==> src/rtl/slot_bus_pkg.sv <==
// ---------------------------------------------------------------------------
// slot_bus_pkg
//   Shared definitions for the converter slot bus port: per-slot state
//   encoding, default parameter values and the width rules for the
//   turnaround counter and the slot-select field.
// ---------------------------------------------------------------------------
package slot_bus_pkg;

  typedef enum logic [1:0] {
    SLOT_IN       = 2'd0,
    SLOT_TURN_OUT = 2'd1,
    SLOT_OUT      = 2'd2,
    SLOT_TURN_IN  = 2'd3
  } slot_state_e;

  localparam int DEF_NUM_SLOTS         = 4;
  localparam int DEF_SLOT_WIDTH        = 6;
  localparam int DEF_TURNAROUND_CYCLES = 4;
  localparam int DEF_SYNC_STAGES       = 2;
  localparam bit DEF_RX_ON_CHANGE      = 1'b1;

  // Counter must hold the value TURNAROUND_CYCLES itself (it counts down to 0).
  function automatic int turn_cnt_width(input int turnaround_cycles);
    return (turnaround_cycles < 1) ? 1 : $clog2(turnaround_cycles + 1);
  endfunction

  // Slot-select field is at least one bit wide, even for a single slot.
  function automatic int slot_idx_width(input int num_slots);
    return (num_slots > 1) ? $clog2(num_slots) : 1;
  endfunction

endpackage

==> src/rtl/slot_port_lane.sv <==
// ---------------------------------------------------------------------------
// slot_port_lane
//   One slot of the bus: direction FSM with break-before-make turnaround,
//   registered transmit word and output enable, input synchroniser and
//   change-detected receive strobe.
// Ports
//   clk, reset              clock, asynchronous active-high reset
//   cmd_fire, cmd_dir_out   accepted direction command for this slot
//   cmd_ready               slot is settled (IN or OUT) and can take a command
//   tx_data/tx_valid        transmit word and strobe; tx_ready = settled OUT
//   rx_data/rx_valid        received word and one-cycle strobe
//   dir_out                 settled direction (1 = OUT), 0 while turning
//   pin_in                  raw pin values (asynchronous)
//   pin_out/pin_oe          registered drive value and output enable
// ---------------------------------------------------------------------------
module slot_port_lane
  import slot_bus_pkg::*;
#(
  parameter int SLOT_WIDTH        = DEF_SLOT_WIDTH,
  parameter int TURNAROUND_CYCLES = DEF_TURNAROUND_CYCLES,
  parameter int SYNC_STAGES       = DEF_SYNC_STAGES,
  parameter bit RX_ON_CHANGE      = DEF_RX_ON_CHANGE
) (
  input  logic                  clk,
  input  logic                  reset,
  input  logic                  cmd_fire,
  input  logic                  cmd_dir_out,
  output logic                  cmd_ready,
  input  logic [SLOT_WIDTH-1:0] tx_data,
  input  logic                  tx_valid,
  output logic                  tx_ready,
  output logic [SLOT_WIDTH-1:0] rx_data,
  output logic                  rx_valid,
  output logic                  dir_out,
  input  logic [SLOT_WIDTH-1:0] pin_in,
  output logic [SLOT_WIDTH-1:0] pin_out,
  output logic                  pin_oe
);

  localparam int                CNT_W     = turn_cnt_width(TURNAROUND_CYCLES);
  localparam logic [CNT_W-1:0]  TURN_LOAD = CNT_W'(TURNAROUND_CYCLES);

  slot_state_e                             state_q, state_d;
  logic [CNT_W-1:0]                        cnt_q, cnt_d;
  logic                                    oe_q, oe_d;
  logic [SLOT_WIDTH-1:0]                   data_out_q, data_out_d;
  logic [SYNC_STAGES-1:0][SLOT_WIDTH-1:0]  sync_q, sync_d;
  logic [SLOT_WIDTH-1:0]                   last_q, last_d;
  logic                                    last_valid_q, last_valid_d;
  logic [SLOT_WIDTH-1:0]                   rx_data_q, rx_data_d;
  logic                                    rx_valid_q, rx_valid_d;
  logic [SLOT_WIDTH-1:0]                   sync_val;

  assign sync_val = sync_q[SYNC_STAGES-1];

  always_comb begin
    state_d      = state_q;
    cnt_d        = cnt_q;
    data_out_d   = data_out_q;
    last_d       = last_q;
    last_valid_d = last_valid_q;
    rx_data_d    = rx_data_q;
    rx_valid_d   = 1'b0;
    // Synchroniser shifts every cycle regardless of direction.
    sync_d       = {sync_q[SYNC_STAGES-2:0], pin_in};

    unique case (state_q)
      SLOT_IN: begin
        if (cmd_fire && cmd_dir_out) begin
          state_d = SLOT_TURN_OUT;
          cnt_d   = TURN_LOAD;
        end
      end
      SLOT_OUT: begin
        if (cmd_fire && !cmd_dir_out) begin
          state_d      = SLOT_TURN_IN;
          cnt_d        = TURN_LOAD;
          // Forget the last reported word so the first settled sample is reported.
          last_valid_d = 1'b0;
        end
      end
      SLOT_TURN_OUT: begin
        if (cnt_q == '0) state_d = SLOT_OUT;
        else             cnt_d   = cnt_q - CNT_W'(1);
      end
      SLOT_TURN_IN: begin
        if (cnt_q == '0) state_d = SLOT_IN;
        else             cnt_d   = cnt_q - CNT_W'(1);
      end
      default: state_d = SLOT_IN;
    endcase

    if ((state_q == SLOT_OUT) && tx_valid) begin
      data_out_d = tx_data;
    end

    if ((state_q == SLOT_IN) &&
        (!RX_ON_CHANGE || !last_valid_q || (sync_val != last_q))) begin
      rx_valid_d   = 1'b1;
      rx_data_d    = sync_val;
      last_d       = sync_val;
      last_valid_d = 1'b1;
    end

    // Enable follows the next state: it drops on the accepting edge of an
    // OUT->IN command and rises on the edge that enters OUT.
    oe_d = (state_d == SLOT_OUT);
  end

  always_ff @(posedge clk or posedge reset) begin
    if (reset) begin
      state_q      <= SLOT_IN;
      cnt_q        <= '0;
      oe_q         <= 1'b0;
      data_out_q   <= '0;
      sync_q       <= '0;
      last_q       <= '0;
      last_valid_q <= 1'b0;
      rx_data_q    <= '0;
      rx_valid_q   <= 1'b0;
    end else begin
      state_q      <= state_d;
      cnt_q        <= cnt_d;
      oe_q         <= oe_d;
      data_out_q   <= data_out_d;
      sync_q       <= sync_d;
      last_q       <= last_d;
      last_valid_q <= last_valid_d;
      rx_data_q    <= rx_data_d;
      rx_valid_q   <= rx_valid_d;
    end
  end

  assign cmd_ready = (state_q == SLOT_IN) || (state_q == SLOT_OUT);
  assign tx_ready  = (state_q == SLOT_OUT);
  assign dir_out   = (state_q == SLOT_OUT);
  assign rx_data   = rx_data_q;
  assign rx_valid  = rx_valid_q;
  assign pin_out   = data_out_q;
  assign pin_oe    = oe_q;

endmodule

==> src/rtl/slot_bus_port.sv <==
// ---------------------------------------------------------------------------
// slot_bus_port
//   Controller for the isolated converter slot bus: NUM_SLOTS independent
//   lanes of SLOT_WIDTH lines, exposed as split out/oe/in vectors.
// Ports
//   clk, reset                    clock, asynchronous active-high reset
//   cmd_valid/cmd_ready           direction command handshake
//   cmd_slot, cmd_dir_out         target slot and direction (1 = OUT)
//   tx_data/tx_valid/tx_ready     per-slot transmit word, strobe, ready
//   rx_data/rx_valid              per-slot received word and strobe
//   slot_dir_out                  per-slot settled direction
//   slot_data_in                  pin values (asynchronous)
//   slot_data_out/slot_data_oe    registered pin drive and enable
//   Slot i occupies bits [i*SLOT_WIDTH +: SLOT_WIDTH] of every data vector.
// ---------------------------------------------------------------------------
module slot_bus_port
  import slot_bus_pkg::*;
#(
  parameter int NUM_SLOTS         = DEF_NUM_SLOTS,
  parameter int SLOT_WIDTH        = DEF_SLOT_WIDTH,
  parameter int TURNAROUND_CYCLES = DEF_TURNAROUND_CYCLES,
  parameter int SYNC_STAGES       = DEF_SYNC_STAGES,
  parameter bit RX_ON_CHANGE      = DEF_RX_ON_CHANGE,
  localparam int IDX_W            = slot_idx_width(NUM_SLOTS)
) (
  input  logic                            clk,
  input  logic                            reset,
  input  logic                            cmd_valid,
  output logic                            cmd_ready,
  input  logic [IDX_W-1:0]                cmd_slot,
  input  logic                            cmd_dir_out,
  input  logic [NUM_SLOTS*SLOT_WIDTH-1:0] tx_data,
  input  logic [NUM_SLOTS-1:0]            tx_valid,
  output logic [NUM_SLOTS-1:0]            tx_ready,
  output logic [NUM_SLOTS*SLOT_WIDTH-1:0] rx_data,
  output logic [NUM_SLOTS-1:0]            rx_valid,
  output logic [NUM_SLOTS-1:0]            slot_dir_out,
  input  logic [NUM_SLOTS*SLOT_WIDTH-1:0] slot_data_in,
  output logic [NUM_SLOTS*SLOT_WIDTH-1:0] slot_data_out,
  output logic [NUM_SLOTS-1:0]            slot_data_oe
);

  logic [NUM_SLOTS-1:0] lane_cmd_ready;
  logic [NUM_SLOTS-1:0] lane_cmd_fire;

  // An index with no lane behind it is always ready; the command is
  // accepted and dropped because no lane decodes it.
  always_comb begin
    cmd_ready = 1'b1;
    for (int i = 0; i < NUM_SLOTS; i++) begin
      if (cmd_slot == IDX_W'(i)) cmd_ready = lane_cmd_ready[i];
    end
  end

  genvar gi;
  generate
    for (gi = 0; gi < NUM_SLOTS; gi++) begin : g_lane
      assign lane_cmd_fire[gi] = cmd_valid && cmd_ready && (cmd_slot == IDX_W'(gi));

      slot_port_lane #(
        .SLOT_WIDTH        (SLOT_WIDTH),
        .TURNAROUND_CYCLES (TURNAROUND_CYCLES),
        .SYNC_STAGES       (SYNC_STAGES),
        .RX_ON_CHANGE      (RX_ON_CHANGE)
      ) u_lane (
        .clk         (clk),
        .reset       (reset),
        .cmd_fire    (lane_cmd_fire[gi]),
        .cmd_dir_out (cmd_dir_out),
        .cmd_ready   (lane_cmd_ready[gi]),
        .tx_data     (tx_data[gi*SLOT_WIDTH +: SLOT_WIDTH]),
        .tx_valid    (tx_valid[gi]),
        .tx_ready    (tx_ready[gi]),
        .rx_data     (rx_data[gi*SLOT_WIDTH +: SLOT_WIDTH]),
        .rx_valid    (rx_valid[gi]),
        .dir_out     (slot_dir_out[gi]),
        .pin_in      (slot_data_in[gi*SLOT_WIDTH +: SLOT_WIDTH]),
        .pin_out     (slot_data_out[gi*SLOT_WIDTH +: SLOT_WIDTH]),
        .pin_oe      (slot_data_oe[gi])
      );
    end
  endgenerate

endmodule

==> config.mk <==
export PLATFORM = sky130hd
export DESIGN_NAME = slot_bus_port
export DESIGN_NICKNAME = d
export VERILOG_FILES = /design/src/rtl/slot_bus_pkg.sv /design/src/rtl/slot_port_lane.sv /design/src/rtl/slot_bus_port.sv
export SDC_FILE = /design/constraint.sdc
export NUM_CORES = 1
export LEC_CHECK = 0
export CORE_MARGIN = 2
export CORE_UTILIZATION = 39
export DETAILED_ROUTE_END_ITERATION = 8
export PLACE_DENSITY = 0.66
export SLEW_MARGIN = 25
export SYNTH_ARGS = -nofsm -noshare
export SYNTH_HDL_FRONTEND = slang
export SYNTH_SLANG_ARGS = --single-unit
==> constraint.sdc <==
create_clock -name clk -period 6 [get_ports clk]
set_input_delay 1.2 -clock clk [delete_from_list [all_inputs] [get_ports clk]]
set_output_delay 1.2 -clock clk [all_outputs]
set_load 0.02 [all_outputs]
==> impl_metrics.tcl <==
set metrics [dict create \
    avgSynthCellArea_um2 14.58 \
    grt_use_total_pct 13.89 \
    io-pin-count 123 \
    regToRegEndpoint "g_lane[0].u_lane.last_valid_q" \
    place_area_um2 6247 \
    ys_seq_elements 128 \
    run_status "finished clean" \
    crit_fanout 9 \
    antenna_found_initial 0 \
    hold_ws_ns 0.3452 \
    clkTransAtPathRegs_ns 0.05 \
    wl_per_cell_um 13.60 \
    slew_viol_final 0 \
    startpoint_type "input pin" \
    power_density_nw_per_um2 563.5 \
    coreArea_um2 12520 \
    synth_flop_cell "dfrtp_1" \
    setup_viol_count_final 0 \
    ctsResizeCount 0 \
    grt-ovfl-total 0 \
    maxCapViolCount 0 \
    hold_violations 0 \
    n_antenna_cell 0 \
    drt-pass1-iter-count 4 \
    worst_pin_slew_ns 0.7862 \
    port_buffers 122 \
    crit_top_cell "clkdlybuf4s50_1" \
    cp.required_ns 4.80 \
    grt_pass1_wl_um 14080 \
    path_cells "clkdlybuf4s50_1 -> mux4_1 -> inv_1 -> clkdlybuf4s50_1" \
    drc 0 \
    design_area_um2 6854 \
    synth_nets 406 \
    cp_top_family "buffers and inverters" \
    cts_made_buffers 17 \
    peakVddDrop_v 0.0002523 \
    reg2regPathDepth 3 \
    holdPathStages 0 \
    post-cts-setup-buffers 0 \
    nets 524 \
    vias_per_cell 4.462 \
    clock.fmax_mhz 230.2 \
    final_common_cell "dfrtp_1" \
    rsz0062_at_grt "false" \
    worstPathArrival_ns 3.14 \
    drive_above_1_share_pct 14.01 \
    hold_path_class "flip-flop to flip-flop" \
    fp.dieH_um 116.8 \
    dieArea_um2 13630 \
    drt-total-wl_um 8742 \
    place.gp.congestion 0.7224 \
    postRouteAntennaNets 0 \
    rows 41 \
    crit_type "input pin to primary output" \
    grt_max_degree 91 \
    syn_area_um2 4959 \
    cpPeakStageDelay_ns 0.67 \
    min_to "g_lane[2].u_lane.sync_val[1]" \
    htreeDepth 4 \
    drt_iter0_drc 119 \
    async_reset_ff_share_pct 100.0 \
    cts_sinks 128 \
    cp-end-kind "primary output" \
    cts_tree "built" \
    fin_setup_tns_ns 0 \
    relSlewSlack_pct 47.58 \
    finalPower_mw 3.862 \
    dp_cells 611 \
    min_period_ns 4.344 \
    die_w_um 116.8 \
    clk_path_buf_depth 2 \
    yosysUniqueCellTypes 39 \
    hp-start "g_lane[2].u_lane.sync_d[7]" \
    clkLatencyLatePin_ns 0.41 \
    fin_cells 643 \
    timing.rr.start "g_lane[0].u_lane.state_q[0]" \
    cp_num_cells 4 \
    syn_inst 340 \
    synth_edf_count 0 \
    hpwlAfterDp_um 6242 \
    cts_root_buffer "clkbuf_16" \
    ctsHoldBuffers 0 \
    crit_buf_inv 3 \
    fill_cells 1059 \
    cpMaxStageDelayCell "clkdlybuf4s50_1" \
    yosysWarnings 0 \
    mostFrequentLayoutCells "dfrtp_1 (128), clkdlybuf4s50_1 (122), mux2_1 (28)" \
    fin_crit_sh_pct 72.40 \
    vias 2869 \
    fin_skew_ns 0.004619 \
    first_global_vias 2927 \
    area_growth_pct 38.23 \
    reg2reg_setup_slack_ns 4.47 \
    synth-seq-area-share_pct 64.60 \
    initial_core_util_pct 39.61 \
    p_leak_nw 2.905 \
]
==> routing by layer <==
| metal | part of all wire [%] | up-vias | wire length, µm | global-route usage (%) |
|---|---|---|---|---|
| met4 | 1.8 | 0 | 155 | 6.824 |
| met1 | 42 | 1413 | 3655 | 16.36 |
| li1 | - | 1372 | - | - |
| met2 | 51 | 72 | 4485 | 22.50 |
| met5 | 0 | - | 0 | 0 |
| met3 | 5.1 | 12 | 444 | 5.138 |
==> cell families (layout without fill, tap and decap cells) <==
family                     Yosys count  after routing  share of synthesized area (%)
muxes                               52             52                          12.11
DFF                                128            128                          64.60
and+or+nand+nor                     61             61                          8.150
xor gates and xnor gates            32             32                          5.652
adders and majority gates            8              8                          2.019
buffers and inverters               39            170                          4.365
AOI/OAI and AO/OA                   20             20                          3.104
==> worst max-delay path by stage <==
stage | from | to | slack (ns)
floorplan | reset | g_lane[0].u_lane.cnt_q[0] | 1.39
global placement | cmd_slot[0] | cmd_ready | 1.65
detailed placement | cmd_slot[0] | cmd_ready | 1.65
CTS | cmd_slot[0] | cmd_ready | 1.64
global route | cmd_slot[0] | cmd_ready | 1.60
finish | cmd_slot[0] | cmd_ready | 1.66
==> synthesized netlist by cell type (2+ instances only) <==
cell type | count | area [µm²]
dfrtp_1 | 128 | 3203
mux2_1 | 28 | 315.3
xnor2_1 | 20 | 175.2
mux2_2 | 19 | 214.0
buf_4 | 16 | 120.1
inv_1 | 15 | 56.30
xor2_1 | 12 | 105.1
nand2_1 | 11 | 41.29
buf_2 | 8 | 40.04
ha_1 | 8 | 100.1
nor3_1 | 7 | 35.03
o21ai_1 | 6 | 30.03
nand2_2 | 5 | 31.28
nand2b_1 | 5 | 31.28
nand3b_1 | 5 | 37.54
a211o_1 | 4 | 35.03
nand4_1 | 4 | 25.02
nor2b_1 | 4 | 25.02
o22ai_1 | 4 | 25.02
mux2i_1 | 3 | 30.03
nor2_2 | 3 | 18.77
nor4_1 | 3 | 18.77
o31ai_1 | 3 | 22.52
and2b_1 | 2 | 15.01
nand3_1 | 2 | 10.01
nor4_2 | 2 | 25.02
==> report_power, final <==
group | internal, mW | switching [mW]
clock network | 0.688 | 0.340
registers | 1.15 | 0.219
logic | 0.769 | 0.698
total | 2.61 | 1.26
==> through the flow <==
stage,utilization (%),setup slack [ns]
after CTS,54.76,1.640
after global placement,49.91,1.650
final,54.76,1.656
after detailed placement,49.91,1.649
after floorplan,-,1.387
after global routing,54.76,1.597
==> flip-flops by register name, indices dropped and copies added (netlist names) <==
name,count
g_lane.u_lane.rx_valid,4
g_lane.u_lane.sync_val,24
g_lane.u_lane.last_q,18
g_lane.u_lane.last_valid_q,4
g_lane.u_lane.state_q,8
g_lane.u_lane.sync_d,24
g_lane.u_lane.pin_out,24
g_lane.u_lane.rx_data,6
g_lane.u_lane.pin_oe,4
g_lane.u_lane.cnt_q,12
==> area by class of cell <==
cell class / instances / area [µm²] / share of cell area (%)
multi-input combinational: 173 / 1539 / 22.45
clock inverter: 4 / 70.07 / 1.022
clock buffer: 28 / 536.8 / 7.831
sequential: 128 / 3203 / 46.73
tap: 172 / 215.2 / 3.140
timing repair buffer: 123 / 1229 / 17.93
inverter: 15 / 61.31 / 0.8945
==> worst reg2reg max path: cells and delay by family (launching register included) <==
kind	cells	cell delay, ns
AO/OA/AOI/OAI	1	0.16
flip-flops	1	0.48
AND/OR/NAND/NOR	2	0.76
No activity file was read; power rests on OpenSTA's default activity.
